## src/rtl/hamming74_decoder.sv

```systemverilog
// Hamming(7,4) stream decoder: two-stage valid/ready pipeline that corrects single-bit errors,
// reports the syndrome and keeps saturating delivered/corrected word counters.
module hamming74_decoder #(
  parameter int CNT_W = 16
) (
  input  logic             clk,
  input  logic             rst_n,
  input  logic             in_valid,
  output logic             in_ready,
  input  logic [6:0]       code_in,
  output logic             out_valid,
  input  logic             out_ready,
  output logic [3:0]       data_out,
  output logic [2:0]       out_syndrome,
  output logic             out_corrected,
  input  logic             cnt_clr,
  output logic [CNT_W-1:0] word_cnt,
  output logic [CNT_W-1:0] corr_cnt
);

  localparam logic [CNT_W-1:0] CNT_MAX = '1;

  logic       s1_valid;
  logic [6:0] s1_code;
  logic [2:0] s1_syn;
  logic [2:0] in_syn;
  logic [6:0] fixed_code;
  logic       ld1;
  logic       ld2;
  logic       out_fire;

  // Syndrome {s4,s2,s1} is the 1-based position of a single flipped bit.
  assign in_syn = {code_in[3] ^ code_in[4] ^ code_in[5] ^ code_in[6],
                   code_in[1] ^ code_in[2] ^ code_in[5] ^ code_in[6],
                   code_in[0] ^ code_in[2] ^ code_in[4] ^ code_in[6]};

  assign ld2      = !out_valid || out_ready;
  assign ld1      = !s1_valid || ld2;
  assign in_ready = ld1;
  assign out_fire = out_valid && out_ready;

  // NOTE: every variable driven here gets a default before the loop, so no latch is inferred.
  always_comb begin
    fixed_code = s1_code;
    for (int i = 0; i < 7; i++) begin
      fixed_code[i] = s1_code[i] ^ (s1_syn == 3'(i + 1));
    end
  end

  // NOTE: sequential state uses non-blocking assignments only; the pipeline registers are few,
  // so the data path is reset along with the valid bits to keep outputs defined.
  always_ff @(posedge clk or negedge rst_n) begin
    if (!rst_n) begin
      s1_valid <= 1'b0;
      s1_code  <= '0;
      s1_syn   <= '0;
    end else if (ld1) begin
      s1_valid <= in_valid;
      if (in_valid) begin
        s1_code <= code_in;
        s1_syn  <= in_syn;
      end
    end
  end

  always_ff @(posedge clk or negedge rst_n) begin
    if (!rst_n) begin
      out_valid     <= 1'b0;
      data_out      <= '0;
      out_syndrome  <= '0;
      out_corrected <= 1'b0;
    end else if (ld2) begin
      out_valid <= s1_valid;
      if (s1_valid) begin
        data_out      <= {fixed_code[6], fixed_code[5], fixed_code[4], fixed_code[2]};
        out_syndrome  <= s1_syn;
        out_corrected <= |s1_syn;
      end
    end
  end

  // Clear takes priority over a same-cycle delivery; both counters stick at all-ones.
  always_ff @(posedge clk or negedge rst_n) begin
    if (!rst_n) begin
      word_cnt <= '0;
      corr_cnt <= '0;
    end else if (cnt_clr) begin
      word_cnt <= '0;
      corr_cnt <= '0;
    end else if (out_fire) begin
      if (word_cnt != CNT_MAX) word_cnt <= word_cnt + CNT_W'(1);
      if (out_corrected && (corr_cnt != CNT_MAX)) corr_cnt <= corr_cnt + CNT_W'(1);
    end
  end

endmodule

```

## config.mk

```make
export PLATFORM = sky130hd
export DESIGN_NAME = hamming74_decoder
export DESIGN_NICKNAME = d
export VERILOG_FILES = /design/src/rtl/hamming74_decoder.sv
export SDC_FILE = /design/constraint.sdc
export NUM_CORES = 1
export LEC_CHECK = 0
export BUFFER_PORTS_ARGS = -buffer_cell sky130_fd_sc_hd__buf_4
export CORE_ASPECT_RATIO = 0.8
export CORE_MARGIN = 1
export CORE_UTILIZATION = 55
export DETAILED_ROUTE_END_ITERATION = 16
export PLACE_DENSITY = 0.9
export SLEW_MARGIN = 20
export SYNTH_ARGS = -nofsm -noshare
export SYNTH_HDL_FRONTEND = slang
export SYNTH_SLANG_ARGS = --single-unit
```

## constraint.sdc

```tcl
create_clock -name clk -period 3.5 [get_ports clk]
set_input_delay 0.7 -clock clk [delete_from_list [all_inputs] [get_ports clk]]
set_output_delay 0.7 -clock clk [all_outputs]
set_load 0.1 [all_outputs]
```

==> results.toml, run 1 <==
[die]
io_pins = 54
dieArea_um2 = 4964
core_area_um2 = 4335
start_util = 0.5942
dieHeight_um = 63.22
rows = 21
die_width_um = 78.52

[sta]
slew_headroom = 0.2555
final.setup.worst_slack_ns = 1.134
skew_ns = 0.006976
worst_pin_slew_ns = 1.107
setup_tns_ns = 0
timing.final.crit_share = 0.6761
fmax_mhz = 422.6
setup_viol = 0
hold_violations = 0
slew_viol_final = 0
rsz0062_at_grt = "no"
post-route-min-period_ns = 2.366

[global_route]
grt.busiest_layer = "met2"
grt_pass1_wl_mm = 9.522
antenna_found_initial = 0
overflow = 0
use_met2 = 0.3870
grt_use_total = 0.2465
grt.met1_usage = 0.3406
grt_pass1_vias = 2028
grt_max_degree = 50
use_met3 = 0.04493

[power_and_ir_drop]
power.internal_mw = 1.002
power_frac_comb = 0.275
pwr-share-seq = 0.418
swShare = 0.3636
power.switching_mw = 0.5722
max-vdd-ir-drop_v = 0.0005301
clockPowerShare = 0.307
p_leak_nw = 1.293
p_per_area_nw_per_um2 = 501.6

[synth]
yosysMostFrequentCell = "dfrtp_1"
ys_top_cells_by_area = "dfrtp_1 (48%), a21oi_1 (5.1%), mux2_2 (4.8%)"
synth_cell_type_count = 38
async_reset_ff_frac = 1.000
synth_top_area_frac = 0.4760
syn_nets = 279
synth-edff-count = 0
yosys_most_used_dff = "dfrtp_1"
avgSynthCellArea_um2 = 9.722
yosysSeqAreaShare = 0.4760
netlist_instances = 265
synth.ff_latch_count = 49
syn_area_um2 = 2576
yosys.area.top_type = "dfrtp_1"
yosysWarnings = 0
netlist_top_cells_count = "dfrtp_1 (49), a21oi_1 (26), nand2_1 (26)"

[worst_setup_path]
crit_chain = "ha_1, nand4_1, nor4_2, buf_4, o21ai_0, a21oi_1"
worst_ep_arrival_time_ns = 2.59
critPathBufInv = 1
end_kind = "flop"
crit_family = "simple AND/OR/NAND/NOR gates"
crit_path_max_fanout = 12
crit_path_max_incr_delay_ns = 0.90
critPathSlowestCell = "nor4_2"
start_kind = "flop"
critPathKind = "flop to flop"
critPathRequiredTime_ns = 3.73
worst-r2r-setup-slack_ns = 1.13

[finish]
final_area_um2 = 3138
fillers = 318
diodes = 0
nNetsFinal = 330
layout-drive-gt1-share = 0.2555
area_growth_pct = 21.81

[clocking]
tritoncts = "yes"
htreeDepth = 2
clk_pin_slew_ns = 0.09
root_buffer = "clkbuf_8"
cts.sinks = 49
postCtsSetupBuffers = 0
cts_resized = 0
numCtsBuffers = 5
cts_max_path_buffers = 2
postCtsHoldBufs = 0
clkLatencyLatePin_ns = 0.31

[route]
wl_mm = 5.766
drcViolationCount = 0
via_per_inst = 6.078
drt_iter0_markers = 174
wire_per_inst_um = 15.42
postRouteAntennaNets = 0
drt-pass1-iter-count = 4
num_vias = 2273

[placement]
dp_slack_ns = 1.189
gp_congestion = 0.9168
dp_hpwl_mm = 4.087
place_area_um2 = 3000
io_buffers = 53

[run_status]
status = "finished, final reports clean"

[hold_path]
hold_class = "input pin to asynchronous set/reset pin"

[flow_run]
drv_cap = 0
-- final cells by class --
cell class,instances,area (um^2),area share
clock buffers,5,68.82,0.02193
flip-flops and latches,49,1226,0.3908
well taps,57,71.32,0.02273
clock inverters,3,68.82,0.02193
inverters,2,7.507,0.002392
multi-input cells,204,1290,0.4111
repair buffers,54,405.4,0.1292
-- layer usage --
metal	part of all wire	vias up	routed length [um]
met1	0.46	1071	2657
li1	-	1114	-
met2	0.47	79	2710
met5	0	-	0
met3	0.054	9	312
met4	0.015	0	85
-- kinds of logic after synthesis --
group                      Yosys count  share of synthesized area
and+or+nand+nor                    114                     0.2555
buffers and inverters               12                    0.02331
xor gates and xnor gates            12                    0.04080
adders and majority gates            2                   0.009712
muxes                               11                    0.04808
AOI/OAI and AO/OA                   65                     0.1467
DFF                                 49                     0.4760
-- path summary, 6_finish.rpt --
kind,startpoint,endpoint,cells after the start
max,word_cnt[0],word_cnt[3],6
min,rst_n,corr_cnt[15],1
max reg2reg,word_cnt[0],word_cnt[3],6
min reg2reg,data_out[3],data_out[3],2
max in group asynchronous,rst_n,word_cnt[15],1
min in group clk,data_out[3],data_out[3],2
-- power groups by stage --
stage	Sequential, mW	Combinational (mW)	Clock, mW
2_1_floorplan	0.898	0.0980	0
3_3_place_gp	0.668	0.428	0
3_5_place_dp	0.669	0.435	0
4_1_cts	0.658	0.435	0.490
5_1_grt	0.666	0.453	0.517
6_report	0.658	0.432	0.483
-- placed cells by master, fill, tap and decap left out, types with 3 or more instances in the layout --
master,instances
buf_4,54
dfrtp_1,49
nand2_1,26
a21oi_1,26
o21ai_0,20
or4_1,14
nand4_1,13
o31ai_1,13
mux2_2,11
nand3_1,10
or3_1,10
nor2_1,7
xnor2_1,7
xor2_1,5
clkbuf_8,5
nand2b_1,4
nor3_1,4
nor2b_1,4
nor4_1,4
nand3b_1,3
or2_2,3
and3_1,3
-- worst register-to-register path: cells and delay by family, from the launching register on --
kind            cells  cell delay, ns
compound gates      2            0.24
fa+ha+maj           1            0.22
buf+inv             1            0.28
flops               1            0.44
simple gates        2            1.10
-- metrics by stage --
step | total power [mW] | cells | util | hold slack (ns)
finish | 1.574 | 374 | 0.7238 | 0.3912
global route | 1.635 | 374 | 0.7238 | 0.4423
CTS | 1.583 | 374 | 0.7238 | 0.4152
detailed placement | 1.103 | 366 | 0.6921 | 0.4755
global placement | 1.095 | 366 | 0.6921 | 0.4673
floorplan | 0.9963 | 265 | - | 0.4044
-- flip-flops by register name, indices dropped and copies added (netlist names) --
signal and cells:
corr_cnt 16, word_cnt 16, data_out 4, s1_code 4, out_syndrome 3, s1_syn 3
out_corrected 1, out_valid 1, s1_valid 1
Note: power is estimated with default switching activity, not from simulation.
==> run 2, diff against run 1 <==
--- a/config.mk
+++ b/config.mk
@@ -8,9 +8,9 @@
 export BUFFER_PORTS_ARGS = -buffer_cell sky130_fd_sc_hd__buf_4
 export CORE_ASPECT_RATIO = 0.8
 export CORE_MARGIN = 1
-export CORE_UTILIZATION = 55
+export CORE_UTILIZATION = 49
 export DETAILED_ROUTE_END_ITERATION = 16
-export PLACE_DENSITY = 0.9
+export PLACE_DENSITY = 0.86
 export SLEW_MARGIN = 20
 export SYNTH_ARGS = -nofsm -noshare
 export SYNTH_HDL_FRONTEND = slang
==> constraint.sdc (replaced) <==
create_clock -name clk -period 1.9 [get_ports clk]
set_input_delay 0.38 -clock clk [delete_from_list [all_inputs] [get_ports clk]]
set_output_delay 0.38 -clock clk [all_outputs]
set_load 0.1 [all_outputs]
==> results.toml, run 2 (synthesized netlist as in run 1, its figures left out) <==
[run_status]
status = "finished, final reports clean"

[finish]
final_common_cell = "buf_4"
area_growth_pct = 37.01
largest_registers = "corr_cnt x16, word_cnt x16"
layout-drive-gt1-share = 0.4435
diodes = 0
final_cell_mix = "buf_4 (71), nand2_1 (25), dfrtp_4 (23)"
nNetsFinal = 349

[worst_setup_path]
worst_ep_arrival_time_ns = 2.09
critPathKind = "flop to flop"
start_kind = "flop"
end_kind = "flop"
critPathRequiredTime_ns = 2.13
crit_path_max_fanout = 7

[sta]
fmax_mhz = 536.6
timing.final.crit_share = 0.9808
slew_headroom = 0.5812
setup_viol = 0
post-route-min-period_ns = 1.864
skew_ns = 0.008141
hold_violations = 0
final.setup.worst_slack_ns = 0.03647
worst_pin_slew_ns = 0.6282
slew_viol_final = 0

[die]
rows = 23
core_area_um2 = 5036
dieHeight_um = 66.86
dieArea_um2 = 5553
die_width_um = 83.07
start_util = 0.5116
io_pins = 54

[clocking]
cts.sinks = 49
cts_max_path_buffers = 2
numCtsBuffers = 5
clk_pin_slew_ns = 0.09
tritoncts = "yes"
root_buffer = "clkbuf_8"
clkLatencyLatePin_ns = 0.29
htreeDepth = 2

[global_route]
grt_pass1_vias = 2157
grt_pass1_wl_mm = 10.30
grt_use_total = 0.2320
grt_max_degree = 50
overflow = 0
antenna_found_initial = 0

[route]
drcViolationCount = 0
met3_length_um = 254
postRouteAntennaNets = 0
wl_met1_mm = 2.995
drt-pass1-iter-count = 4
dr_wl_met2_mm = 3.079
drt_iter0_markers = 175
via_per_inst = 5.995
wl_mm = 6.385
wire_per_inst_um = 16.04
dr.max_layer_used = "met4"
num_vias = 2386

[power_and_ir_drop]
clockPowerShare = 0.296
swShare = 0.3590
power.switching_mw = 1.048
max-vdd-ir-drop_v = 0.0007759
p_per_area_nw_per_um2 = 827.2
power_frac_comb = 0.285
pwr-share-seq = 0.419
p_leak_nw = 1.380
power.internal_mw = 1.872
power_mw = 2.920

[placement]
gp_congestion = 0.8259
dp_hpwl_mm = 4.301
dp_slack_ns = 0.02477
io_buffers = 53

[flow_run]
drv_cap = 0

[hold_path]
hold_class = "input pin to asynchronous set/reset pin"
run 2: changes by cell type in the layout (fill, tap and decap cells not counted), sizes merged:
cell,delta
buf,+19
clkinv,+1
inv,-1
run 2: final timing paths:
kind	start	end	slack, ns	cells after the start
max in group asynchronous	rst_n	corr_cnt[1]	1.31	1
min in group clk	in_valid	s1_valid	0.30	2
hold / removal	rst_n	word_cnt[6]	0.09	1
setup / recovery	word_cnt[0]	word_cnt[8]	0.04	5
setup reg to reg	word_cnt[0]	word_cnt[8]	0.04	5
hold reg to reg	data_out[0]	data_out[0]	0.49	2
run 2: worst max-delay path, cell delays in order, from the launching register on:
cell and delay, ns:
dfrtp_4 0.46, ha_4 0.14, nand4_1 0.22, or2_4 0.35
or4_1 0.50, a21oi_2 0.13
run 2: what timing repair did:
| item | 4_1_cts | 5_1_grt |
|---|---|---|
| resized for setup | 0 | 12 |
| cloned | 0 | 1 |
| endpoints found under the setup margin | 1 | 12 |
| buffers inserted | 5 | 4 |
| hold buffers | 0 | 0 |
| pin swaps | 1 | 4 |
run 2: metrics by stage:
step           setup TNS [ns]  cells  hold WS [ns]  cell area (um^2)  utilization
3_3_place_gp                0    380        0.4416              3263       0.6480
4_1_cts                     0    393        0.1176              3435       0.6820
3_5_place_dp                0    380        0.4409              3263       0.6480
2_1_floorplan          -3.350    265       0.08441              2783            -
6_report                    0    398       0.08960              3530       0.7009
5_1_grt               -0.1134    398        0.1449              3530       0.7009
run 2: area by class of cell:
type / instances / area (um^2)
Multi-Input combinational cell: 204 / 1435
Timing Repair Buffer: 73 / 549.3
Sequential cell: 49 / 1326
Fill cell: 372 / 1506
Clock inverter: 3 / 65.06
Tap cell: 62 / 77.57
Clock buffer: 5 / 68.82
Inverter: 2 / 7.507
run 2: power groups by stage:
stage	logic [mW]	clock network, mW	registers [mW]
3_3_place_gp	0.810	0	1.24
4_1_cts	0.834	0.883	1.22
5_1_grt	0.874	0.937	1.24
2_1_floorplan	0.194	0	1.67
3_5_place_dp	0.823	0	1.25
6_report	0.831	0.864	1.22
run 2: layer usage:
metal | GRT usage | up-vias
met5 | 0 | -
met2 | 0.3842 | 73
met1 | 0.3156 | 1168
li1 | - | 1139
met3 | 0.04461 | 6
met4 | 0.06034 | 0
==> run 3, diff against run 2 <==
--- a/config.mk
+++ b/config.mk
@@ -6,11 +6,13 @@
 export NUM_CORES = 1
 export LEC_CHECK = 0
 export BUFFER_PORTS_ARGS = -buffer_cell sky130_fd_sc_hd__buf_4
+export CELL_PAD_IN_SITES_DETAIL_PLACEMENT = 1
+export CELL_PAD_IN_SITES_GLOBAL_PLACEMENT = 1
 export CORE_ASPECT_RATIO = 0.8
 export CORE_MARGIN = 1
-export CORE_UTILIZATION = 49
+export CORE_UTILIZATION = 37
 export DETAILED_ROUTE_END_ITERATION = 16
-export PLACE_DENSITY = 0.86
+export PLACE_DENSITY = 0.85
 export SLEW_MARGIN = 20
 export SYNTH_ARGS = -nofsm -noshare
 export SYNTH_HDL_FRONTEND = slang
==> results.toml, run 3 (synthesized netlist as in run 1, its figures left out) <==
[run_status]
status = "finished, final reports clean"

[finish]
area_growth_pct = 37.40
fillers = 731
largest_registers = "corr_cnt x16, word_cnt x16"
final_common_cell = "buf_4"
diodes = 0
final_cell_mix = "buf_4 (76), nand2_1 (25), a21oi_1 (23), dfrtp_4 (23), o21ai_0 (20)"
fin_util = 0.5413
nNetsFinal = 354
layout-drive-gt1-share = 0.4487
fin_cells = 425

[sta]
timing.final.crit_share = 0.9954
hold_violations = 0
timing.hold.ws_ns = 0.07730
final.setup.worst_slack_ns = 0.008673
post-route-min-period_ns = 1.891
setup_viol = 0
fmax_mhz = 528.7
slew_headroom = 0.5829
slew_viol_final = 0
rsz0062_at_grt = "yes"
worst_pin_slew_ns = 0.6257
skew_ns = 0.004955

[route]
wl_mm = 7.498
postRouteAntennaNets = 0
drcViolationCount = 0
drt-pass1-iter-count = 4
via_per_inst = 5.652
num_vias = 2402
wire_per_inst_um = 17.64
drt_iter0_markers = 102

[worst_setup_path]
r2r_cells = 5
critPathRequiredTime_ns = 2.14
start_kind = "flop"
worst_ep_arrival_time_ns = 2.13
critPathKind = "flop to flop"
end_kind = "flop"
crit_path_max_fanout = 7

[clocking]
cts_max_path_buffers = 2
htreeDepth = 2
cts.sinks = 49
numCtsBuffers = 5
clkLatencyLatePin_ns = 0.31
clk_pin_slew_ns = 0.10
root_buffer = "clkbuf_8"
tritoncts = "yes"
postCtsHoldBufs = 0

[global_route]
grt_pass1_wl_mm = 12.18
grt_max_degree = 50
overflow = 0
grt_pass1_vias = 2438
antenna_found_initial = 0
grt_use_total = 0.2158

[placement]
io_buffers = 53
dp_hpwl_mm = 5.109
dp_slack_ns = -0.03472
gp_congestion = 0.7704
dp_cells = 406

[die]
core_area_um2 = 6539
dieHeight_um = 76.64
dieArea_um2 = 7303
die_width_um = 95.29
io_pins = 54
start_util = 0.3940
rows = 26

[power_and_ir_drop]
p_leak_nw = 1.372
p_per_area_nw_per_um2 = 765.2
max-vdd-ir-drop_v = 0.0005594
power_mw = 2.709

[hold_path]
hold_class = "input pin to asynchronous set/reset pin"

[flow_run]
drv_cap = 0
-- run 3: cell types whose count changed in the layout (fill, tap and decap cells not counted), moves of 2 or more --
| cell | delta |
|---|---|
| a21oi_2 | -2 |
| buf_4 | +5 |
| a21oi_1 | +2 |
| bufinv_16 | -2 |
-- run 3: layout make-up --
type                            count  area (um^2)  area share
Multi-Input combinational cell    204         1418      0.4005
Sequential cell                    49         1326      0.3747
Timing Repair Buffer               78        593.1      0.1676
Tap cell                           84        105.1     0.02969
Clock buffer                        5        68.82     0.01944
Clock inverter                      3        21.27    0.006009
Inverter                            2        7.507    0.002121
-- run 3: stage by stage --
stage	setup TNS [ns]	area, um^2
floorplan	-3.350	2783
global placement	0	3321
detailed placement	-0.06188	3321
CTS	-0.002450	3450
global route	-0.2297	3540
finish	0	3540
-- run 3: report_power, final --
part / leakage (nW) / switching (mW) / internal, mW / total [mW]
clock network: 0.0445 / 0.385 / 0.262 / 0.647
registers: 0.587 / 0.0881 / 1.14 / 1.23
logic: 0.740 / 0.625 / 0.210 / 0.835
total: 1.37 / 1.10 / 1.61 / 2.71
-- run 3: layer usage --
metal | routed length (um) | part of all wire | vias up | track usage
met3 | 344 | 0.046 | 9 | 0.04192
li1 | - | - | 1148 | -
met1 | 3334 | 0.44 | 1184 | 0.2942
met2 | 3710 | 0.49 | 61 | 0.3371
met4 | 108 | 0.014 | 0 | 0.07879
met5 | 0 | 0 | - | 0
-- run 3: critical path, cell delays in order, from the launching register on --
cell	delay, ns
dfrtp_4	0.48
ha_4	0.16
nand4_1	0.20
or2_4	0.36
or4_1	0.48
a21oi_1	0.15
-- run 3: path summary, 6_finish.rpt --
| kind | startpoint | end | slack (ns) |
|---|---|---|---|
| worst max-delay path | word_cnt[0] | word_cnt[14] | 0.009 |
| worst min-delay path | rst_n | corr_cnt[9] | 0.08 |
| worst max register to register | word_cnt[0] | word_cnt[14] | 0.009 |
| worst min register to register | data_out[1] | data_out[1] | 0.50 |
| max in group asynchronous | rst_n | word_cnt[2] | 1.35 |
| min in group clk | in_valid | s1_valid | 0.30 |
-- run 3: timing repair --
action,4_1_cts,5_1_grt
buffers inserted,3,8
pin swaps,1,8
resized for setup,3,8
endpoints found under the setup margin,8,16
